--- src/rtl/aes_pkg.sv ---
// Shared AES helpers: GF(2^8) arithmetic, state typedef and ShiftRows index map.
package aes_pkg;

  // Low byte of the 0x11B reduction polynomial.
  localparam logic [7:0] AES_POLY = 8'h1B;

  // State as 16 bytes; index 0 is the most significant byte of the 128-bit vector.
  typedef logic [7:0] aes_state_t [16];

  function automatic logic [7:0] xtime(input logic [7:0] b);
    return {b[6:0], 1'b0} ^ (b[7] ? AES_POLY : 8'h00);
  endfunction

  function automatic logic [7:0] gmul2(input logic [7:0] b);
    return xtime(b);
  endfunction

  function automatic logic [7:0] gmul3(input logic [7:0] b);
    return xtime(b) ^ b;
  endfunction

  // Source byte index for ShiftRows output byte idx = 4c+r: 4*((c+r)%4)+r.
  // The 2-bit column add wraps mod 4 by construction.
  function automatic logic [3:0] sr_src(input logic [3:0] idx);
    logic [1:0] r;
    logic [1:0] c;
    r = idx[1:0];
    c = idx[3:2] + r;
    return {c, r};
  endfunction

endpackage

--- src/rtl/mix_column.sv ---
// Combinational MixColumns on one 32-bit column; row 0 byte is col_i[31:24].
module mix_column
  import aes_pkg::*;
(
  input  logic [31:0] col_i,
  output logic [31:0] col_o
);

  logic [7:0] a0, a1, a2, a3;

  assign a0 = col_i[31:24];
  assign a1 = col_i[23:16];
  assign a2 = col_i[15:8];
  assign a3 = col_i[7:0];

  // Matrix [2 3 1 1; 1 2 3 1; 1 1 2 3; 3 1 1 2] applied to the column.
  always_comb begin
    col_o[31:24] = gmul2(a0) ^ gmul3(a1) ^ a2        ^ a3;
    col_o[23:16] = a0        ^ gmul2(a1) ^ gmul3(a2) ^ a3;
    col_o[15:8]  = a0        ^ a1        ^ gmul2(a2) ^ gmul3(a3);
    col_o[7:0]   = gmul3(a0) ^ a1        ^ a2        ^ gmul2(a3);
  end

endmodule

--- src/rtl/aes_round_tail.sv ---
// AES round back-end: ShiftRows, optional MixColumns, AddRoundKey, then a
// 2-entry valid/ready output buffer.
module aes_round_tail
  import aes_pkg::*;
#(
  parameter int unsigned TAG_W = 4
) (
  input  logic             clk,
  input  logic             rst_n,
  input  logic             in_valid,
  output logic             in_ready,
  input  logic [127:0]     in_state,
  input  logic [127:0]     in_key,
  input  logic             in_last,
  input  logic [TAG_W-1:0] in_tag,
  output logic             out_valid,
  input  logic             out_ready,
  output logic [127:0]     out_state,
  output logic [TAG_W-1:0] out_tag
);

  aes_state_t   in_b;
  aes_state_t   sr_b;
  logic [127:0] sr;
  logic [127:0] mc;
  logic [127:0] result;

  // ShiftRows as a pure byte permutation.
  always_comb begin
    sr = '0;
    for (int i = 0; i < 16; i++) begin
      in_b[i] = in_state[8*(15-i) +: 8];
    end
    for (int i = 0; i < 16; i++) begin
      sr_b[i] = in_b[sr_src(4'(i))];
      sr[8*(15-i) +: 8] = sr_b[i];
    end
  end

  for (genvar c = 0; c < 4; c++) begin : g_mix
    mix_column u_mix_column (
      .col_i(sr[32*(3-c) +: 32]),
      .col_o(mc[32*(3-c) +: 32])
    );
  end

  assign result = (in_last ? sr : mc) ^ in_key;

  // Output buffer state.
  logic [127:0]     data_q [2];
  logic [127:0]     data_d [2];
  logic [TAG_W-1:0] tag_q  [2];
  logic [TAG_W-1:0] tag_d  [2];
  logic             wr_ptr_q, wr_ptr_d;
  logic             rd_ptr_q, rd_ptr_d;
  logic [1:0]       count_q, count_d;
  logic             push, pop;
  logic             head_idx;

  assign in_ready  = (count_q != 2'd2);
  assign out_valid = (count_q != 2'd0);
  assign push      = in_valid && in_ready;
  assign pop       = out_valid && out_ready;

  // When empty, show the entry just behind the read pointer: the last popped
  // head, or the reset zero.
  assign head_idx  = (count_q == 2'd0) ? ~rd_ptr_q : rd_ptr_q;
  assign out_state = data_q[head_idx];
  assign out_tag   = tag_q[head_idx];

  // Next-state for storage, pointers and occupancy.
  always_comb begin
    data_d   = data_q;
    tag_d    = tag_q;
    wr_ptr_d = wr_ptr_q ^ push;
    rd_ptr_d = rd_ptr_q ^ pop;
    count_d  = count_q;
    if (push) begin
      data_d[wr_ptr_q] = result;
      tag_d[wr_ptr_q]  = in_tag;
    end
    unique case ({push, pop})
      2'b10:   count_d = count_q + 2'd1;
      2'b01:   count_d = count_q - 2'd1;
      default: count_d = count_q;
    endcase
  end

  // Buffer registers, cleared asynchronously.
  always_ff @(posedge clk or negedge rst_n) begin
    if (!rst_n) begin
      data_q   <= '{default: '0};
      tag_q    <= '{default: '0};
      wr_ptr_q <= 1'b0;
      rd_ptr_q <= 1'b0;
      count_q  <= 2'd0;
    end else begin
      data_q   <= data_d;
      tag_q    <= tag_d;
      wr_ptr_q <= wr_ptr_d;
      rd_ptr_q <= rd_ptr_d;
      count_q  <= count_d;
    end
  end

endmodule

--- config.mk ---
export PLATFORM = sky130hd
export DESIGN_NAME = aes_round_tail
export DESIGN_NICKNAME = d
export VERILOG_FILES = /design/src/rtl/aes_pkg.sv /design/src/rtl/mix_column.sv /design/src/rtl/aes_round_tail.sv
export SDC_FILE = /design/constraint.sdc
export NUM_CORES = 1
export LEC_CHECK = 0
export BUFFER_PORTS_ARGS = -buffer_cell sky130_fd_sc_hd__buf_2
export CORE_ASPECT_RATIO = 0.5
export CORE_MARGIN = 2
export CORE_UTILIZATION = 45
export CTS_CLUSTER_DIAMETER = 80
export DETAILED_ROUTE_END_ITERATION = 8
export PLACE_DENSITY_LB_ADDON = 0.12
export SYNTH_ARGS = -nofsm -noshare
export SYNTH_HDL_FRONTEND = slang
export SYNTH_HIERARCHICAL = 1
export SYNTH_SLANG_ARGS = --single-unit
--- constraint.sdc ---
create_clock -name clk -period 1.8 [get_ports clk]
set_input_delay 0.09 -clock clk [delete_from_list [all_inputs] [get_ports clk]]
set_output_delay 0.09 -clock clk [all_outputs]
set_load 0.02 [all_outputs]
# ---- Word-level counts from Yosys, hierarchy flattened
# Cells that the tools add are included.
dict set report totals {
  reg_bits 268
  latch_bits 0
  mem_bits_rw 0
  rom_bits 0
  in_bits 265
  out_inout_bits 134
  wordCells 138
  mem_count 0
}
dict set report op_classes {
  add_sub_neg 2
  mul 0
  div 0
  order_cmp 3
  n_eq_ne 3
  n_shift 0
  mux 31
  bitwise 86
  reduce_logical 6
}
# operator n
set op_table {}
lappend op_table {{$mux W128} 5}
lappend op_table {{$xor A8 B8 Y8} 77}
lappend op_table {{$bwmux W256} 1}
lappend op_table {{$demux W128 S1} 1}
lappend op_table {{$xor A128 B128 Y128} 1}
lappend op_table {{$mux W5} 16}
lappend op_table {{$xor A8 B5 Y8} 3}
lappend op_table {{$mux W4} 4}
lappend op_table {{$bwmux W8} 1}
lappend op_table {{$demux W4 S1} 1}
lappend op_table {{$ge A2 B2 Y1 const B} 2}
lappend op_table {{$not A1 Y2} 2}
lappend op_table {{$pmux W2 S2} 1}
lappend op_table {{$reduce_bool A2 Y1} 2}
lappend op_table {{$logic_and A1 B1 Y1} 3}
lappend op_table {{$add A2 B1 Y2 const B} 1}
lappend op_table {{$eq A2 B1 Y1 const B} 1}
lappend op_table {{$eq A2 B2 Y1 const B} 1}
lappend op_table {{$logic_not A2 Y1} 1}
lappend op_table {{$lt A2 B1 Y1 const B} 1}
lappend op_table {{$ne A2 B2 Y1 const B} 1}
lappend op_table {{$sub A2 B1 Y2 const B} 1}
lappend op_table {{$xor A1 B1 Y1} 2}
lappend op_table {{$mux W1} 1}
lappend op_table {{$not A1 Y1} 1}

# ---- Depth between registers and ports, before layout
dict set report depth {
  ltp_word 9
  mapped_depth 7
  mapped_depth_nobuf 7
}

# ---- Hierarchy
# Netlist, hierarchy kept.
# mod n_inst cells_per_inst area_per_inst_um2 seq_area_each_um2
set by_module_without_submodules {}
lappend by_module_without_submodules {aes_round_tail 1 994 14351.3 6706.4}
lappend by_module_without_submodules {mix_column 4 85 1315.0 0.0}

# ---- Worst setup path after synthesis
# OpenSTA, ideal clock, no wires.
dict set report synth_path {
  path_type {register to register}
  from {register count_q[0]}
  to {register data_q[151] (netlist bit)}
  setup_ns 0.125
  t_arrival_ns 1.975
  required_ns 1.675
  slack_ns -0.300
  path_stages_with_launch 8
  n_path_buf 3
  period_less_slack_ns 2.100
  path_cell_list {dfrtp_1 > nand2b_1 > and2_1 > ha_1 > buf_2 > buf_2 > buf_1 > mux2_2}
}
dict set report synth_between {
  elab_chain_len 2
}
# element line_no
set synth_lines {}
lappend synth_lines {{from (decl)} aes_round_tail.sv:56} ;# logic [1:0] count_q, count_d;
lappend synth_lines {{from (signal assigned)} aes_round_tail.sv:102} ;# count_q <= count_d;
lappend synth_lines {{$ne A2 B2 Y1} aes_round_tail.sv:60} ;# assign in_ready = (count_q != 2'd2);
lappend synth_lines {{net in_ready} aes_round_tail.sv:11} ;# output logic in_ready,
lappend synth_lines {{$logic_and A1 B1 Y1} aes_round_tail.sv:62} ;# assign push = in_valid && in_ready;
lappend synth_lines {{to (signal assigned)} aes_round_tail.sv:98} ;# data_q <= data_d;
lappend synth_lines {{to (decl)} aes_round_tail.sv:50} ;# logic [127:0] data_q [2];
# The timed path passes the listed nets, and every way through them passes these cells.
# A chain may end at the register's enable or synchronous reset.

# ---- Worst setup path after layout
dict set report layout_path {
  from {register count_q[1]}
  to {output port out_state[71]}
}
dict set report layout_between {
  elab_chain_len 6
}
# element line_no
set layout_lines {}
lappend layout_lines {{$logic_not A2 Y1} aes_round_tail.sv:67} ;# assign head_idx = (count_q == 2'd0) ? ~rd_ptr_q : rd_ptr_q;
lappend layout_lines {{$mux W1} aes_round_tail.sv:67}
lappend layout_lines {{$not A1 Y2 (not written as such)} aes_round_tail.sv:68} ;# assign out_state = data_q[head_idx];
lappend layout_lines {{$mux W128 (not written as such) (3 in a row)} aes_round_tail.sv:68}
lappend layout_lines {{to (decl)} aes_round_tail.sv:18} ;# output logic [127:0] out_state,
# Every way passes these cells. The select of a mux whose other input is x is not followed.

==> results.ini <==
[global_routing]
grt_pass1_vias = 14010
grt_usage = 0.2210
grt_overflow_total = 0
grt_max_degree = 57
antenna_found_initial = 8
grt_pass1_wl_um = 77990

[floorplanning]
dieWidth_um = 299.2
die-area_sq_um = 45370
die_h_um = 151.6
core-area_sq_um = 43310
num_rows = 54
ioPinCount = 399
start_util = 0.4528

[drt]
wl_per_cell_um = 21.57
vias_per_cell = 5.012
wl_met1_um = 22850
drt_iter0_drc = 498
wl_met2_um = 29310
drc = 0
dr.pass1.iters = 4
routed_wl_um = 55950
wl_met3_um = 2226
highest_layer = met5
ant_nets = 0
route.vias.total = 13000

[synthesis]
synth_top_area_frac = 0.3420
ys_ff_latch = 268
synth_edf_count = 0
syn_area_per_cell_sq_um = 14.70
synthCells = 1334
netlist_area_sq_um = 19610
ys_warn_count = 6
synth_fp_nets = 1602
synth.distinct_cells = 22
ys_seq_area_frac = 0.3420
synth.largest_area_cell = dfrtp_1
ys.flop_type = dfrtp_1
ys_async_sr_fraction = 1.000
yosys-top-cells-area = dfrtp_1 (34%), mux2_2 (18%), xnor3_1 (14%)

[timing]
setup_viol = 219
setup_slack_ns = -0.6692
drv_slew = 0
fin_skew_ns = 0.007401
worst_pin_slew_ns = 0.4872
max_freq_mhz = 405.0
period_share = 1.372
slew_headroom = 0.6729
hold_ws_ns = 0.01849
hold_viol = 0
finalCriticalPeriod_ns = 2.469
rsz0062_at_grt = yes

[clocking]
clock_latency_ns = 0.56
path_clk_slew_ns = 0.06
numCtsBuffers = 28
cts-htree-levels = 1
cts_tree = built
clock_path_buffers = 3
cts_root_buffer = clkbuf_16
clock_sinks = 268

[critical_path]
start_kind = flip-flop
cp.arrival_ns = 2.38
critPathMaxFanout = 7
path_cells = or2_4, xor2_4, buf_12, buf_16, clkbuf_16, mux2_4, buf_6
crit_path_end_kind = primary output
cp.required_ns = 1.71
path_class = reg -> out
slowest_delay_ns = 0.38
critical_path.top_delay_family = buffers and inverters
cp_slowest_cell = dfrtp_1
worstPathBufferInverterCount = 4

[layout]
drive_above_1_share = 0.5117
nNetsFinal = 2247
area_growth_pct = 38.75

[pwr]
p_leak_uw = 0.01325
ir_drop_mv = 1.017
fin_total_pwr_uw = 50170
p_per_area_nw_per_um2 = 1844

[place]
io_buffers = 398
dp_hpwl_um = 39130
gp_congestion = 0.8749

[outcome]
status = complete, but fails checks
violations = negative setup slack

[run]
maxCapViolCount = 0

[worst_hold_path]
holdCritPathClass = in -> reg

flip-flops by register name (all words and copies together) (netlist names):
| signal | count |
|---|---|
| data_q | 256 |
| tag_q | 8 |
| rd_ptr_q | 1 |
| count_q | 2 |
| wr_ptr_q | 1 |
cells in the mapped netlist (2+ instances only):
library cell and count:
buf_1 11, buf_4 6, xnor3_1 124, dfrtp_1 268
buf_8 8, and2_1 2, mux2i_1 128, mux2_4 80
xnor2_1 214, clkbuf_1 17, xnor2_2 8, xor2_1 62
ha_1 3, mux2_2 316, inv_1 3, buf_2 39
xor3_1 40
cells by family after synthesis:
logic type / after synthesis / synth area share
fa+ha+maj: 3 / 0.001914
buf+inv: 85 / 0.02488
simple gates: 5 / 0.001595
mux: 524 / 0.3080
xor+xnor: 449 / 0.3216
flops: 268 / 0.3420
per-layer routing:
metal | track usage | up-vias
li1 | - | 6007
met1 | 0.2626 | 6637
met2 | 0.4150 | 263
met3 | 0.03807 | 89
met4 | 0.06100 | 6
met5 | 0 | -
stage by stage:
| step | utilization | setup slack, ns | instances | cell area, sq um | setup TNS, ns |
|---|---|---|---|---|---|
| after CTS | 0.6003 | -0.7105 | 2555 | 26000 | -87.93 |
| final | 0.6283 | -0.6692 | 2594 | 27210 | -80.44 |
| after floorplan | - | -0.03616 | 1334 | 19670 | -3.539 |
| after detailed placement | 0.5342 | -0.1728 | 2358 | 23140 | -16.78 |
| after global routing | 0.6282 | -0.7433 | 2593 | 27210 | -102.60 |
| after global placement | 0.5342 | -0.1563 | 2358 | 23140 | -5.629 |
worst register-to-register path, cell delays in order (launching register included):
cell and delay (ns):
dfrtp_1 0.38, buf_4 0.15, nand2b_4 0.06, and2_4 0.17, ha_4 0.22, buf_12 0.18
buf_12 0.14, buf_12 0.12, mux2_2 0.33
timing repair:
action,CTS,global route
setup endpoints to repair,372,328
buffers inserted,11,6
cloned,2,29
endpoints found under the hold margin,528,0
gates resized for setup,109,139
hold buffers,132,0
pin swaps,2,2
final cells by class:
class / instances / area [sq um]
timing repair buffer: 697 / 6117
sequential: 268 / 6706
inverter: 3 / 11.26
fill: 3295 / 16100
antenna: 5 / 12.51
tap: 588 / 735.7
clock buffer: 39 / 833.3
clock inverter: 13 / 198.9
multi-input combinational: 981 / 12590
power by group:
group	internal [uW]	switching, uW	leakage (uW)
Sequential	9190	1690	0.00315
Combinational	18700	14000	0.00959
Clock	3950	2610	0.000506
worst paths after layout:
check                                 to   startpoint  depth (start not counted)  slack [ns]
setup / recovery           out_state[71]   count_q[1]                          7       -0.67
hold / removal               data_q[240]  in_key[112]                          3        0.02
setup reg to reg              data_q[84]   count_q[1]                          8       -0.06
hold reg to reg               data_q[12]   data_q[12]                          1        0.50
max in group asynchronous    data_q[143]        rst_n                          3        1.03
min in group asynchronous    data_q[140]        rst_n                          2        0.03
layout by cell type (no fill, tap or decap), drive strengths merged, types with 3 or more instances in the layout:
cell type    count
xnor2          222
buf            542
diode            5
dlygate4sd3    132
dfrtp          268
mux2i          128
inv              4
clkinv           5
clkbuf          62
xor2            63
ha               3
mux2           396
xor3            40
xnor3          124
bufinv           5
Note: power is estimated with default switching activity, not from simulation.
